===== config.mk =====
export PLATFORM = sky130hd
export DESIGN_NAME = spi_arbiter_flat
export DESIGN_NICKNAME = d
export VERILOG_FILES = /design/src/rtl/spi_pkg.sv /design/src/rtl/spi_arbiter_if.sv /design/src/rtl/rr_pick.sv /design/src/rtl/spi_arbiter.sv /design/src/flat_wrapper.sv
export SDC_FILE = /design/constraint.sdc
export NUM_CORES = 1
export LEC_CHECK = 0
export ABC_CLOCK_PERIOD_IN_PS = 3400
export CAP_MARGIN = 40
export CELL_PAD_IN_SITES_DETAIL_PLACEMENT = 0
export CELL_PAD_IN_SITES_GLOBAL_PLACEMENT = 1
export CORE_AREA = 10 10 109 82
export CTS_CLUSTER_DIAMETER = 120
export DETAILED_ROUTE_END_ITERATION = 8
export DIE_AREA = 0 0 119 92
export GPL_ROUTABILITY_DRIVEN = 0
export PLACE_DENSITY_LB_ADDON = 0.3
export SETUP_SLACK_MARGIN = 0.3
export SLEW_MARGIN = 20
export SYNTH_ARGS = -nofsm -noshare
export SYNTH_HDL_FRONTEND = slang
export SYNTH_SLANG_ARGS = --single-unit

===== constraint.sdc =====
create_clock -name clk -period 3.4 [get_ports clk]
set_clock_uncertainty 0.15 [all_clocks]
set_input_delay 0.34 -clock clk [delete_from_list [all_inputs] [get_ports clk]]
set_output_delay 0.34 -clock clk [all_outputs]
set_load 0.02 [all_outputs]

===== src/rtl/spi_pkg.sv =====
// Shared types and constants for the SPI arbiter and the SPI byte engine it fronts.
package spi_pkg;

  typedef enum logic [2:0] {
    StIdle,
    StStart,
    StWaitBusy,
    StWaitDone,
    StCapture,
    StNext
  } arb_state_t;

  localparam int unsigned WAIT_CNT_W    = 8;
  localparam int unsigned ENG_START_LAT = 2;  // engine start -> SPI_EN low, in clk cycles
  localparam bit          SPI_CPOL      = 1'b1;
  localparam bit          SPI_CPHA      = 1'b0;

  // Index width for an N-entry one-hot vector; never below 1 bit.
  function automatic int unsigned idx_w(input int unsigned n);
    return (n > 1) ? $clog2(n) : 1;
  endfunction

endpackage


===== src/rtl/spi_arbiter_if.sv =====
// Requester-side bus of the SPI arbiter: per-requester byte handshake plus shared response.
interface spi_arbiter_if #(
  parameter int unsigned N_REQ = 4
);
  logic [N_REQ-1:0]   req_valid;
  logic [8*N_REQ-1:0] req_data;
  logic [N_REQ-1:0]   req_last;
  logic [N_REQ-1:0]   req_ready;
  logic [N_REQ-1:0]   rsp_valid;
  logic [7:0]         rsp_data;
  logic [N_REQ-1:0]   gnt;
  logic               err;

  modport master (
    output req_valid, req_data, req_last,
    input  req_ready, rsp_valid, rsp_data, gnt, err
  );

  modport slave (
    input  req_valid, req_data, req_last,
    output req_ready, rsp_valid, rsp_data, gnt, err
  );
endinterface


===== src/rtl/rr_pick.sv =====
// Combinational round-robin picker: first set request at or above ptr_i, wrapping.
module rr_pick
  import spi_pkg::*;
#(
  parameter  int unsigned N_REQ = 4,
  localparam int unsigned IdxW  = idx_w(N_REQ)
) (
  input  logic [N_REQ-1:0] req_i,
  input  logic [IdxW-1:0]  ptr_i,
  output logic [N_REQ-1:0] gnt_o,
  output logic [IdxW-1:0]  idx_o,
  output logic             valid_o
);

  always_comb begin
    int unsigned cand;
    gnt_o   = '0;
    idx_o   = '0;
    valid_o = 1'b0;
    for (int unsigned k = 0; k < N_REQ; k++) begin
      cand = (int'(ptr_i) + k) % N_REQ;
      if (!valid_o && req_i[IdxW'(cand)]) begin
        valid_o              = 1'b1;
        gnt_o[IdxW'(cand)]   = 1'b1;
        idx_o                = IdxW'(cand);
      end
    end
  end

endmodule


===== src/rtl/spi_arbiter.sv =====
// Round-robin owner of one SPI byte engine: one engine start per byte, whole
// transactions per grant, received bytes routed back to the owner.
module spi_arbiter
  import spi_pkg::*;
#(
  parameter int unsigned N_REQ      = 4,
  parameter int unsigned WAIT_LIMIT = 255
) (
  input  logic         clk,
  input  logic         rst,
  spi_arbiter_if.slave bus_io,
  output logic         eng_start_o,
  output logic [7:0]   eng_data_o,
  input  logic         eng_en_i,
  input  logic [7:0]   eng_rx_i
);

  localparam int unsigned IdxW = idx_w(N_REQ);
  typedef logic [IdxW-1:0] idx_t;

  arb_state_t             state_q, state_d;
  logic [N_REQ-1:0]       gnt_q, gnt_d;
  idx_t                   own_q, own_d;
  idx_t                   ptr_q, ptr_d;
  logic                   last_q, last_d;
  logic [WAIT_CNT_W-1:0]  cnt_q, cnt_d;
  logic [N_REQ-1:0]       rsp_valid_q, rsp_valid_d;
  logic [7:0]             rsp_data_q, rsp_data_d;
  logic                   err_q, err_d;

  logic [N_REQ-1:0]       pick_gnt;
  idx_t                   pick_idx;
  logic                   pick_any;
  idx_t                   ptr_after;
  logic                   wait_expired;

  rr_pick #(
    .N_REQ (N_REQ)
  ) u_pick (
    .req_i   (bus_io.req_valid),
    .ptr_i   (ptr_q),
    .gnt_o   (pick_gnt),
    .idx_o   (pick_idx),
    .valid_o (pick_any)
  );

  assign ptr_after    = (own_q == idx_t'(N_REQ - 1)) ? '0 : own_q + idx_t'(1);
  assign wait_expired = (cnt_q == WAIT_CNT_W'(WAIT_LIMIT));

  always_ff @(posedge clk or posedge rst) begin
    if (rst) begin
      state_q     <= StIdle;
      gnt_q       <= '0;
      own_q       <= '0;
      ptr_q       <= '0;
      last_q      <= 1'b0;
      cnt_q       <= '0;
      rsp_valid_q <= '0;
      rsp_data_q  <= '0;
      err_q       <= 1'b0;
    end else begin
      state_q     <= state_d;
      gnt_q       <= gnt_d;
      own_q       <= own_d;
      ptr_q       <= ptr_d;
      last_q      <= last_d;
      cnt_q       <= cnt_d;
      rsp_valid_q <= rsp_valid_d;
      rsp_data_q  <= rsp_data_d;
      err_q       <= err_d;
    end
  end

  always_comb begin
    state_d     = state_q;
    gnt_d       = gnt_q;
    own_d       = own_q;
    ptr_d       = ptr_q;
    last_d      = last_q;
    cnt_d       = cnt_q;
    rsp_valid_d = '0;
    rsp_data_d  = rsp_data_q;
    err_d       = 1'b0;
    unique case (state_q)
      StIdle: begin
        // A byte is never started while the engine still reports one in flight.
        if (pick_any && eng_en_i) begin
          gnt_d   = pick_gnt;
          own_d   = pick_idx;
          state_d = StStart;
        end
      end
      StStart: begin
        last_d  = bus_io.req_last[own_q];
        cnt_d   = '0;
        state_d = StWaitBusy;
      end
      StWaitBusy, StWaitDone: begin
        if ((state_q == StWaitBusy) && !eng_en_i) begin
          cnt_d   = '0;
          state_d = StWaitDone;
        end else if ((state_q == StWaitDone) && eng_en_i) begin
          state_d = StCapture;
        end else if (wait_expired) begin
          err_d   = 1'b1;
          gnt_d   = '0;
          ptr_d   = ptr_after;
          state_d = StIdle;
        end else begin
          cnt_d = cnt_q + 1'b1;
        end
      end
      StCapture: begin
        rsp_valid_d = gnt_q;
        rsp_data_d  = eng_rx_i;
        state_d     = StNext;
      end
      StNext: begin
        if (last_q) begin
          gnt_d   = '0;
          ptr_d   = ptr_after;
          state_d = StIdle;
        end else if (bus_io.req_valid[own_q] && eng_en_i) begin
          state_d = StStart;
        end
      end
      default: state_d = StIdle;
    endcase
  end

  always_comb begin
    eng_start_o      = (state_q == StStart);
    eng_data_o       = eng_start_o ? bus_io.req_data[{own_q, 3'b000} +: 8] : 8'h00;
    bus_io.req_ready = eng_start_o ? gnt_q : '0;
    bus_io.rsp_valid = rsp_valid_q;
    bus_io.rsp_data  = rsp_data_q;
    bus_io.gnt       = gnt_q;
    bus_io.err       = err_q;
  end

endmodule


===== src/flat_wrapper.sv =====
// flat-port wrapper written by rule: the top's interface ports become plain ports
module spi_arbiter_flat import spi_pkg::*;
#(
  parameter int unsigned N_REQ      = 4,
  parameter int unsigned WAIT_LIMIT = 255
)
  (clk, rst, eng_start_o, eng_data_o, eng_en_i, eng_rx_i, bus_io_req_valid, bus_io_req_data, bus_io_req_last, bus_io_req_ready, bus_io_rsp_valid, bus_io_rsp_data, bus_io_gnt, bus_io_err);
  spi_arbiter_if #(.N_REQ(N_REQ)) bus_io_i ();
  input  logic clk;
  input  logic rst;
  output logic eng_start_o;
  output logic [7:0] eng_data_o;
  input  logic eng_en_i;
  input  logic [7:0] eng_rx_i;
  input wire logic [$bits(bus_io_i.req_valid)-1:0] bus_io_req_valid;
  input wire logic [$bits(bus_io_i.req_data)-1:0] bus_io_req_data;
  input wire logic [$bits(bus_io_i.req_last)-1:0] bus_io_req_last;
  output wire logic [$bits(bus_io_i.req_ready)-1:0] bus_io_req_ready;
  output wire logic [$bits(bus_io_i.rsp_valid)-1:0] bus_io_rsp_valid;
  output wire logic [$bits(bus_io_i.rsp_data)-1:0] bus_io_rsp_data;
  output wire logic [$bits(bus_io_i.gnt)-1:0] bus_io_gnt;
  output wire logic [$bits(bus_io_i.err)-1:0] bus_io_err;
  assign bus_io_i.req_valid = bus_io_req_valid;
  assign bus_io_i.req_data = bus_io_req_data;
  assign bus_io_i.req_last = bus_io_req_last;
  assign bus_io_req_ready = bus_io_i.req_ready;
  assign bus_io_rsp_valid = bus_io_i.rsp_valid;
  assign bus_io_rsp_data = bus_io_i.rsp_data;
  assign bus_io_gnt = bus_io_i.gnt;
  assign bus_io_err = bus_io_i.err;
  spi_arbiter #(.N_REQ(N_REQ), .WAIT_LIMIT(WAIT_LIMIT)) u_core (.clk(clk), .rst(rst), .bus_io(bus_io_i), .eng_start_o(eng_start_o), .eng_data_o(eng_data_o), .eng_en_i(eng_en_i), .eng_rx_i(eng_rx_i));
endmodule

==> flow_summary.yaml <==
outcome:
  status: "complete, no violations"
finish:
  seq_area_sq_um: 826
  area_growth_pct: 43.7
  drive_above_1_share_pct: 17.2
  diodes: 0
  fin_nets: 362
  fillers: 673
  multi_input_area_sq_um: 1420
clock_tree:
  htreeDepth: 2
  clock_path_buffers: 2
  insertion_delay_ns: 0.29
  cts_tree: "done"
  cts_buffers: 5
  cts_sinks: 33
  post-cts-setup-buffers: 0
  clk_root_buffer_cell: "clkbuf_8"
  clk_pin_slew_worst_paths_ns: 0.07
placed_design:
  dpl.hpwl_um: 5210
  post-place-ws_ns: 0.702
  place.port_buffers: 80
setup_path:
  start_kind: "flop"
  cp_max_fo: 14
  cp.buffers_inverters: 2
  path_cells: "or3b_4 > clkinvlp_4 > and2_1 > clkdlybuf4s50_1"
  arrival_ns: 2.37
  cp.required_ns: 2.91
  r2r_slack_ns: 0.95
  endpoint_kind: "output pin"
  reg2regPathDepth: 6
  r2r_start: "u_core.ptr_q[0]"
  r2r_end: "u_core.bus_io.gnt[3]"
  path_class: "flop to output pin"
  max_stage_delay_ns: 0.61
  path_delay_family: "buffers and inverters"
  cp_slowest_cell: "dfrtp_1"
route:
  drtAntennaViolNets: 0
  vias: 2030
  drtIter0Drc: 144
  first_pass_iters: 4
  wl_per_cell_um: 17.0
  totalWireLength_um: 6820
  drc: 0
  viasPerCell: 5.06
timing:
  min_period_over_period_pct: 84.0
  setup_viol_count_final: 0
  period_minus_slack_ns: 2.86
  finalHoldViolations: 0
  fin_ws_ns: 0.543
  worstMarginPinSlew_ns: 0.539
  setup_tns_ns: 0
  drv_slew: 0
  slew_headroom_pct: 64.1
  fmax_mhz: 350
  rsz0062_at_grt: "no"
global_route:
  grt_first_pass_wirelength_um: 10900
  grt_overflow: 0
  track_usage_pct: 12.1
  grt_pass1_vias: 1974
  antenna_found_initial: 0
  grt_max_degree: 34
power_and_ir_drop:
  p_clk_share_pct: 17.7
  p_comb_share_pct: 55.0
  cell_internal_pwr_mw: 1.51
  switching_share_pct: 39.8
  peakVddDrop_v: 0.000250
  p_leak_nw: 1.33
  p_sw_mw: 0.995
  seq_power_share_pct: 27.3
  power_density_nw_per_um2: 740
yosys:
  syn_area_per_cell_sq_um: 10.5
  synth-edff-count: 0
  synth_top_area_share_pct: 35.1
  syn_nets: 283
  syn_inst: 223
  yosysSeqAreaShare_pct: 35.1
  async_reset_ff_share_pct: 100
  synth_area_leaders: "dfrtp_1, mux4_2, mux2_2"
  ys_types: 53
  yosysTopAreaCell: "dfrtp_1"
  netlist_area_sq_um: 2350
  yosys_warnings: 0
  synth_ff_type: "dfrtp_1"
  ys_ff_latch: 33
min_path:
  hold_path.class: "input port to asynchronous set/reset pin"
job:
  cap_violations: 0
floorplanning:
  rows: 26
  core_sq_um: 6960
  start_util_pct: 33.8
  pin_count: 81
  die_area_sq_um: 10900
  die_h_um: 92
  die_w_um: 119
[per-layer routing]
layer  up-vias  part of all wire, %  global-route usage, %
met3         5                  5.3                   2.63
met1       970                   52                   18.1
met4         0                 0.94                   3.96
li1        991                    -                      -
met2        64                   42                   16.7
met5         -                    0                      0
[worst register-to-register path: stages, from the launching register on]
cell and delay (ns):
dfrtp_1 0.36, inv_2 0.08, ha_1 0.48, mux4_2 0.66, a22oi_1 0.24, a211oi_1 0.09
a221o_1 0.27
[worst max path at each step]
stage,startpoint,end,slack [ns],cells past startpoint
floorplan,u_core.ptr_q[0],u_core.bus_io.gnt[0],0.81,8
global placement,bus_io_req_valid[1],u_core.bus_io.gnt[3],0.70,5
detailed placement,u_core.state_q[0],eng_data_o[1],0.70,4
CTS,u_core.state_q[0],eng_data_o[6],0.38,4
global route,u_core.state_q[0],eng_data_o[6],0.42,4
finish,u_core.state_q[0],eng_data_o[6],0.54,4
[placed cells by master, fill, tap and decap left out, types with 2 or more instances in the layout]
cell and count:
ha_1 9, clkdlybuf4s50_1 80, a221o_1 4, clkbuf_8 5
o31ai_1 4, a31oi_1 3, nor2_1 14, nor2b_1 2
bufinv_16 2, or2_2 2, nor3_1 5, and3_1 3
buf_4 6, nand3_1 5, or4_1 2, o21ai_0 11
nor3b_1 3, mux2_2 12, a21oi_1 8, nand2_1 13
mux4_2 12, inv_1 5, mux2i_1 5, a211oi_1 5
and2_1 17, dfrtp_1 33, a22oi_1 5
[cells in the mapped netlist (6+ instances only)]
cell type / instances
o21ai_0: 11
inv_1: 6
mux2_2: 12
and2_1: 17
buf_2: 8
nand2_1: 13
ha_1: 9
a21oi_1: 8
nor2_1: 14
mux4_2: 12
dfrtp_1: 33
[cell families after synthesis]
family / Yosys count / share of synthesized area [%]
flops: 33 / 35.1
buf+inv: 21 / 4.41
mux: 30 / 20.3
fa+ha+maj: 10 / 5.21
compound gates: 49 / 15.0
simple gates: 78 / 19.2
xor+xnor: 2 / 0.745
[repair_timing]
item	4_1_cts	5_1_grt
hold buffers	0	0
endpoints found under the setup margin	0	12
gates resized for setup	0	1
[final cells by class]
type / instances / share of cell area, %
multi-input combinational: 169 / 42.1
timing repair buffer: 86 / 25.0
sequential: 33 / 24.4
tap: 98 / 3.63
clock buffer: 5 / 2.04
clock inverter: 3 / 1.92
inverter: 7 / 0.888
[flip-flops by register name, summed over array words and instances (netlist names)]
name and cells:
u_core.bus_io.rsp_data 8, u_core.cnt_q 8, u_core.bus_io.gnt 4, u_core.bus_io.rsp_valid 4, u_core.state_q 3, u_core.own_q 2, u_core.ptr_q 2, u_core.bus_io.err 1
u_core.last_q 1
[per-stage QoR]
stage                     area (sq um)  power, mW  utilization [%]  cells  hold slack [ns]
after floorplan                   2350       1.60                -    223            0.316
after global placement            3240       2.06             46.6    393            0.341
after detailed placement          3240       2.07             46.6    393            0.344
after CTS                         3380       2.52             48.5    401            0.319
after global routing              3380       2.69             48.6    401            0.363
final                             3380       2.50             48.6    401            0.306
[power by group through the flow]
stage	Clock, mW	Combinational [mW]	Sequential (mW)
3_5_place_dp	0	1.38	0.692
6_report	0.443	1.37	0.683
5_1_grt	0.475	1.50	0.712
2_1_floorplan	0	0.881	0.718
4_1_cts	0.456	1.38	0.685
3_3_place_gp	0	1.37	0.686
Power figures use the tool's default switching activity.
